<file path="src/rtl/controle_varredura_disp.sv">
// Scan controller for a shared 7-segment decoder: blank/show per digit,
// shadow codes copied to the active set only at frame wrap.
module controle_varredura_disp #(
  parameter int NUM_DIG   = 4,
  parameter int DWELL_CYC = 1000,
  parameter int BLANK_CYC = 8
) (
  input  logic                       clk,
  input  logic                       rst_n,
  input  logic                       enable,
  input  logic                       wr_en,
  input  logic [$clog2(NUM_DIG)-1:0] wr_addr,
  input  logic [4:0]                 wr_data,
  input  logic                       commit,
  output logic                       commit_pend,
  output logic                       frame_done,
  output logic                       dec_tom,
  output logic                       dec_a,
  output logic                       dec_b,
  output logic                       dec_c,
  output logic                       dec_d,
  output logic [NUM_DIG-1:0]         dig_en
);

  localparam int AW   = $clog2(NUM_DIG);
  localparam int MAXC = (DWELL_CYC > BLANK_CYC) ? DWELL_CYC : BLANK_CYC;
  localparam int CW   = $clog2(MAXC + 1);

  localparam logic [CW-1:0] DW_LAST  = CW'(DWELL_CYC - 1);
  localparam logic [CW-1:0] BL_LAST  = CW'(BLANK_CYC - 1);
  localparam logic [AW-1:0] IDX_LAST = AW'(NUM_DIG - 1);
  localparam logic [NUM_DIG-1:0] ONE = NUM_DIG'(1);

  typedef enum logic [1:0] {
    IDLE,
    BLANK,
    SHOW
  } state_t;

  state_t        state, st_n;
  logic [AW-1:0] idx, idx_n;
  logic [CW-1:0] cnt, cnt_n;
  logic          fd_n;
  logic          copy;
  logic          wr_ok;

  logic [NUM_DIG-1:0] en_n;
  logic [4:0]         code_n;

  logic [4:0] shadow [NUM_DIG];
  logic [4:0] active [NUM_DIG];

  always_comb begin
    st_n  = state;
    idx_n = idx;
    cnt_n = cnt;
    fd_n  = 1'b0;
    if (!enable) begin
      st_n  = IDLE;
      idx_n = '0;
      cnt_n = '0;
    end else begin
      unique case (state)
        IDLE: begin
          st_n  = BLANK;
          idx_n = '0;
          cnt_n = '0;
        end
        BLANK: begin
          if (cnt == BL_LAST) begin
            st_n  = SHOW;
            cnt_n = '0;
          end else begin
            cnt_n = cnt + 1'b1;
          end
        end
        SHOW: begin
          if (cnt == DW_LAST) begin
            st_n  = BLANK;
            cnt_n = '0;
            // Leaving the last digit closes the frame.
            if (idx == IDX_LAST) begin
              idx_n = '0;
              fd_n  = 1'b1;
            end else begin
              idx_n = idx + 1'b1;
            end
          end else begin
            cnt_n = cnt + 1'b1;
          end
        end
        default: begin
          st_n  = IDLE;
          idx_n = '0;
          cnt_n = '0;
        end
      endcase
    end
  end

  always_comb begin
    copy   = commit_pend & (fd_n | (state == IDLE));
    wr_ok  = wr_en & (int'(wr_addr) < NUM_DIG);
    en_n   = (st_n == SHOW) ? (ONE << idx_n) : '0;
    // Decoder must see the freshly copied code on the copy edge.
    code_n = copy ? shadow[idx_n] : active[idx_n];
  end

  always_ff @(posedge clk or negedge rst_n) begin
    if (!rst_n) begin
      state       <= IDLE;
      idx         <= '0;
      cnt         <= '0;
      commit_pend <= 1'b0;
      frame_done  <= 1'b0;
      dig_en      <= '0;
      dec_tom     <= 1'b0;
      dec_a       <= 1'b0;
      dec_b       <= 1'b0;
      dec_c       <= 1'b0;
      dec_d       <= 1'b0;
      for (int i = 0; i < NUM_DIG; i++) begin
        shadow[i] <= '0;
        active[i] <= '0;
      end
    end else begin
      state      <= st_n;
      idx        <= idx_n;
      cnt        <= cnt_n;
      frame_done <= fd_n;
      dig_en     <= en_n;
      {dec_tom, dec_a, dec_b, dec_c, dec_d} <= code_n;
      commit_pend <= copy ? 1'b0 : (commit_pend | commit);
      if (wr_ok)
        shadow[wr_addr] <= wr_data;
      if (copy) begin
        for (int i = 0; i < NUM_DIG; i++)
          active[i] <= shadow[i];
      end
    end
  end

endmodule
</file>
<file path="config.mk">
export PLATFORM = sky130hd
export DESIGN_NAME = controle_varredura_disp
export DESIGN_NICKNAME = d
export VERILOG_FILES = /design/src/rtl/controle_varredura_disp.sv
export SDC_FILE = /design/constraint.sdc
export NUM_CORES = 1
export LEC_CHECK = 0
export BUFFER_PORTS_ARGS = -buffer_cell sky130_fd_sc_hd__buf_2
export CORE_UTILIZATION = 50
export CTS_BUF_LIST = sky130_fd_sc_hd__clkbuf_2 sky130_fd_sc_hd__clkbuf_4 sky130_fd_sc_hd__clkbuf_8
export CTS_CLUSTER_DIAMETER = 30
export CTS_CLUSTER_SIZE = 10
export DETAILED_ROUTE_END_ITERATION = 8
export PLACE_DENSITY = 0.68
export SYNTH_ARGS = -nofsm -noshare
export SYNTH_HDL_FRONTEND = slang
export SYNTH_SLANG_ARGS = --single-unit
</file>
<file path="constraint.sdc">
create_clock -name clk -period 3 [get_ports clk]
set_input_delay 0.6 -clock clk [delete_from_list [all_inputs] [get_ports clk]]
set_output_delay 0.6 -clock clk [all_outputs]
set_load 0.01 [all_outputs]
</file>
==> results of run 1 <==
## through the flow
step                      setup WS (ps)  cells  hold slack [ps]  power, W
after floorplan                     934    276              304   0.00150
after global placement              572    370              458   0.00164
after detailed placement            463    370              463   0.00166
after CTS                           441    386              224   0.00251
after global routing                219    386              242   0.00263
final                               428    386              226   0.00248
## final timing paths
kind | slack, ps | depth (start not counted) | endpoint | start
max | 430 | 9 | dec_c | state[1]
min | 230 | 1 | cnt[3] | rst_n
max reg2reg | 430 | 9 | dec_c | state[1]
min reg2reg | 480 | 2 | active[17] | active[17]
max in group asynchronous | 2070 | 2 | shadow[17] | rst_n
min in group clk | 480 | 2 | active[17] | active[17]
## power groups by stage
stage | clock, W | combinational [W] | sequential, W
final | 0.000844 | 0.000449 | 0.00119
after global routing | 0.000902 | 0.000515 | 0.00121
after CTS | 0.000867 | 0.000457 | 0.00119
after detailed placement | 0 | 0.000453 | 0.00120
after global placement | 0 | 0.000441 | 0.00120
after floorplan | 0 | 0.000314 | 0.00118
## layer usage
| metal | global-route usage [%] | share of wire [%] | vias up |
|---|---|---|---|
| met5 | 0 | 0 | - |
| met4 | 11.1 | 2.0 | 0 |
| met3 | 3.71 | 2.4 | 12 |
| met2 | 34.7 | 49 | 34 |
| met1 | 28.4 | 47 | 1034 |
| li1 | - | - | 1022 |
## registers in the layout, summed over array words and instances (netlist names), 2 cells and up
register  count
active       20
cnt          10
idx           2
shadow       20
state         2
dig_en        4
## cell usage in the layout (no fill, tap or decap), types with 6 or more instances in the layout
master / n
nand2_1: 61
clkbuf_8: 11
dfrtp_1: 65
ha_1: 6
buf_4: 6
buf_2: 22
a21o_1: 6
nor2_1: 15
inv_1: 6
mux2_2: 23
mux2i_1: 9
## worst max-delay path: stages, from the launching register on
cell and delay (ps):
dfrtp_1 390, inv_1 80, ha_1 270, and2_1 170, o2111ai_1 220, a21o_1 490, inv_2 210, a21o_1 200
a221oi_1 290, a211oi_1 80
## synthesized netlist by cell type (4+ instances only)
master and number:
dfrtp_1 65, nand2_1 61, mux2_2 23, nor2_1 15, mux2i_1 9, a21o_1 6
ha_1 6, inv_1 6, a211o_1 5, and3_1 5, nand3_1 5, xnor2_1 5
and2_1 4, buf_2 4, o21ai_0 4
## cell families after synthesis
logic type                 after synthesis  share of synthesized area, %
buffers and inverters                   16                          2.70
DFF                                     65                          52.5
muxes                                   34                          12.0
AOI/OAI and AO/OA                       37                          10.7
adders and majority gates                6                          2.42
and+or+nand+nor                        110                          17.5
xor gates and xnor gates                 8                          2.26
## final cells by class
type	instances	area (sq um)
multi-input combinational	195	1390
fill	520	2430
clock buffer	14	174
tap	75	93.8
inverter	7	26.3
clock inverter	2	60.1
sequential	65	1630
timing repair buffer	28	155
==> metrics, run 1 <==
largest net degree at the start of global routing 26; Synth-to-Final Area Change 13.7%; Syn Inst Count 276; flops & latches, synth between 60 and 70; TritonCTS clock tree done; Synth cell types 50; post-synthesis net count just under 300; Peak supply drop approximately 0.39 mV; skew final 7.40 ps; Flop pwr share between 40% and 50%; Clock Power Share approximately 34%; clock latency on the worst-skew pair 340 ps; Final nets 324; area leader, netlist dfrtp_1; worst rel slew slack a little over half; antenna fix cells 0; post-CTS resize count 0; # IOs 23; Seq/Total Area, Yosys 52.5%; status finished, final reports clean; drt first-iter violations 51; Via-to-Cell Ratio roughly 5.4; GRT Total Usage around 22%; Die Span Y just over 80 um; core box area slightly below 6000 sq um; Inserted Clock Buffers 9; Psw approximately 0.00065 W; drt drc 0; ys async rst share 100%; initial antenna violation count 0; root buffer cell clkbuf_8; Lkg Pwr 1.74 nW; Total Neg Setup Slack 0 ps; Critical Path Sink Type register; Max-Cap Viols 0; TritonCTS sink count 65; max frequency about 0.39 GHz; post-synth top area share between 50% and 60%; share of cells above drive strength 1 26.0%; Initial Util 52.0%; final setup fails 0; Main synth FF type dfrtp_1; Crit Path Class reg2reg; Final Wtd Congestion slightly above 0.8; data arrival time at the worst-slack endpoint 2750 ps; synthesized cell area 3100 sq um; clock period minus worst slack 2570 ps; Comb power frac a little under a fifth; Syn Area/Cell around 11 sq um; die area roughly 6500 sq um; Die X-Extent 80.7 um; Synth area leaders dfrtp_1 52%, mux2_2 8.4%, nand2_1 7.4%, mux2i_1 2.9%, ha_1 2.4%; Post-synth EDFFs 0; Max Fanout on Critical Path 12; Syn. warnings 0; Hold Path Class in2async; actual slew at the worst max-slew pin slightly below 700 ps; fin. max-slew vios 0; 1st-pass router iterations 4; vias in the first global route approximately 2100; type of origin of the critical path register; grt total ovfl 0; internal power approximately 0.0018 W; clk slew on worst S/H paths roughly 60 ps; Max Root-Sink Buffers 2; Final Cycle Share between 80% and 90%; global-route wire length before repair ~10 mm; Worst EP required 3180 ps; H-tree levels 3; Core Util, Final 59.2%; Via Count 2102; hold buffers post-CTS 0; RSZ-0062 raised after global routing false; post-route ant nets 0; WL final 6.00 mm; DP Area 3290 sq um; dpl hpwl roughly 4.2 mm; final instance area roughly 3500 sq um; number of core rows 28; Net Sw Frac approximately a quarter; Final Hold Viols 0; WL per Instance roughly 16 um; # port buffers 22; post-CTS setup buffer count 0; PwrDens 704 nW/um^2
(Power assumes the default switching activity.)
==> run 2: changes to the inputs <==
CELL_PAD_IN_SITES_DETAIL_PLACEMENT = 1   (was default)
CELL_PAD_IN_SITES_GLOBAL_PLACEMENT = 1   (was default)
PLACE_DENSITY = default   (was 0.68)
PLACE_DENSITY_LB_ADDON = 0.1   (was default)
==> metrics, run 2 (synthesis results as in run 1) <==
Lkg Pwr about 1.7 nW; crit path cell chain inv_1 > ha_1 > and2_1 > o2111ai_1 > a21o_1 > inv_2 > a21o_1 > a221oi_1 > a211oi_1; post-CTS resize count 0; Core Util, Final between 50% and 60%; Seq. cell area between 1500 and 2000 sq um; Crit. Startpoint state[1]; drt drc 0; Synth-to-Final Area Change 13.5%; root buffer cell clkbuf_8; Hold Path Class in2async; Critical Path Sink Type register; Max Root-Sink Buffers 2; clock period minus worst slack roughly 2700 ps; WL final between 6 and 7 mm; Final Cycle Share between 80 and 90%; Via-to-Cell Ratio about 5.7; post-route ant nets 0; PwrDens 711 nW/um^2; Final Wtd Congestion roughly 0.77; skew final roughly 7.6 ps; Die X-Extent between 80 and 90 um; CP bufs+invs 2; worst rel slew slack between 50% and 60%; status finished, final reports clean; Final nets about 320; # port buffers 22; crit-path max cell delay around 530 ps; core box area between 5000 and 6000 sq um; cell family with most CP delay compound AO/OA/AOI/OAI gates; max frequency 0.372 GHz; die area 6520 sq um; data arrival time at the worst-slack endpoint about 2900 ps; # IOs 23; TritonCTS clock tree done; global-route wire length before repair about 12 mm; H-tree levels 3; post-CTS setup buffer count 0; TritonCTS sink count between 60 and 70; Final Hold Viols 0; grt total ovfl 0; Worst path most repeated cell a21o_1; antenna fix cells 0; final setup fails 0; Inserted Clock Buffers 9; Max-Cap Viols 0; hold buffers post-CTS 0; dpl hpwl around 4.7 mm; r2r startpoint state[1]; Initial Util a little over half; type of origin of the critical path register; GRT Total Usage between 20% and 30%; initial antenna violation count 0; drt first-iter violations 86; actual slew at the worst max-slew pin approximately 690 ps; Peak supply drop 0.424 mV; Via Count approximately 2200; vias in the first global route roughly 2300; WL per Instance about 18 um; clk slew on worst S/H paths ~70 ps; Total Neg Setup Slack 0 ps; largest registers active x20, shadow x20, cnt x10; largest net degree at the start of global routing 29; commonest non-fill, non-tap cell in the layout dfrtp_1; 1st-pass router iterations 4; fill cell count about 660; CP max-delay cell a21o_1; number of core rows 28; Worst EP required between 3000 and 4000 ps; multi-input logic area approximately 1400 sq um; fin. max-slew vios 0; Crit Path Class reg2reg; share of cells above drive strength 1 around a quarter; most frequent cells in the layout 65 x dfrtp_1, 61 x nand2_1, 23 x mux2_2; RSZ-0062 raised after global routing false; Max Fanout on Critical Path 12; Die Span Y 80.7 um; clock latency on the worst-skew pair 340 ps
-- run 2: cell types whose count changed in the layout (fill, tap and decap cells not counted), sizes merged --
cell	previous run	this run
buf	28	27
clkbuf	14	12
clkinvlp	0	2
-- run 2: area by class of cell --
class                   count  area share, %
flip-flops and latches     65           46.2
well taps                  75           2.67
clock inverters             4           2.13
clock buffers              12           4.52
inverters                   7          0.747
repair buffers             27           4.20
multi-input cells         195           39.5
-- run 2: final timing paths --
check                                  end  slack (ps)  cells past startpoint
worst max-delay path                 dec_c         310                      9
worst min-delay path                cnt[2]         220                      1
worst max register to register       dec_c         310                      9
worst min register to register   active[2]         470                      2
max in group asynchronous       active[12]        2030                      2
min in group clk                 active[2]         470                      2
-- run 2: metrics by stage --
step           hold WS [ps]  instance area (sq um)  cells  total power [W]  setup slack [ps]
3_5_place_dp            465                   3280    369          0.00166               343
5_1_grt                 256                   3520    385          0.00265               101
4_1_cts                 222                   3520    385          0.00253               280
3_3_place_gp            455                   3280    369          0.00164               487
6_report                221                   3520    385          0.00250               312
2_1_floorplan           304                   3100    276          0.00150               934
-- run 2: layer usage --
layer / share of wire [%] / global-route usage (%)
met1: 45 / 30.7
met2: 50 / 39.7
met3: 2.2 / 4.27
met4: 2.5 / 12.7
met5: 0 / 0
-- run 2: report_power, final --
group | switching [W] | internal, W
clock | 0.000333 | 0.000523
sequential | 0.000106 | 0.00108
combinational | 0.000249 | 0.000210
-- run 2: worst reg2reg max path, cell delays in order, from the launching register on --
cell and delay (ps):
dfrtp_1 400, inv_1 80, ha_1 280, and2_1 180, o2111ai_1 260, a21o_1 530
inv_2 210, a21o_1 210, a221oi_1 300, a211oi_1 80
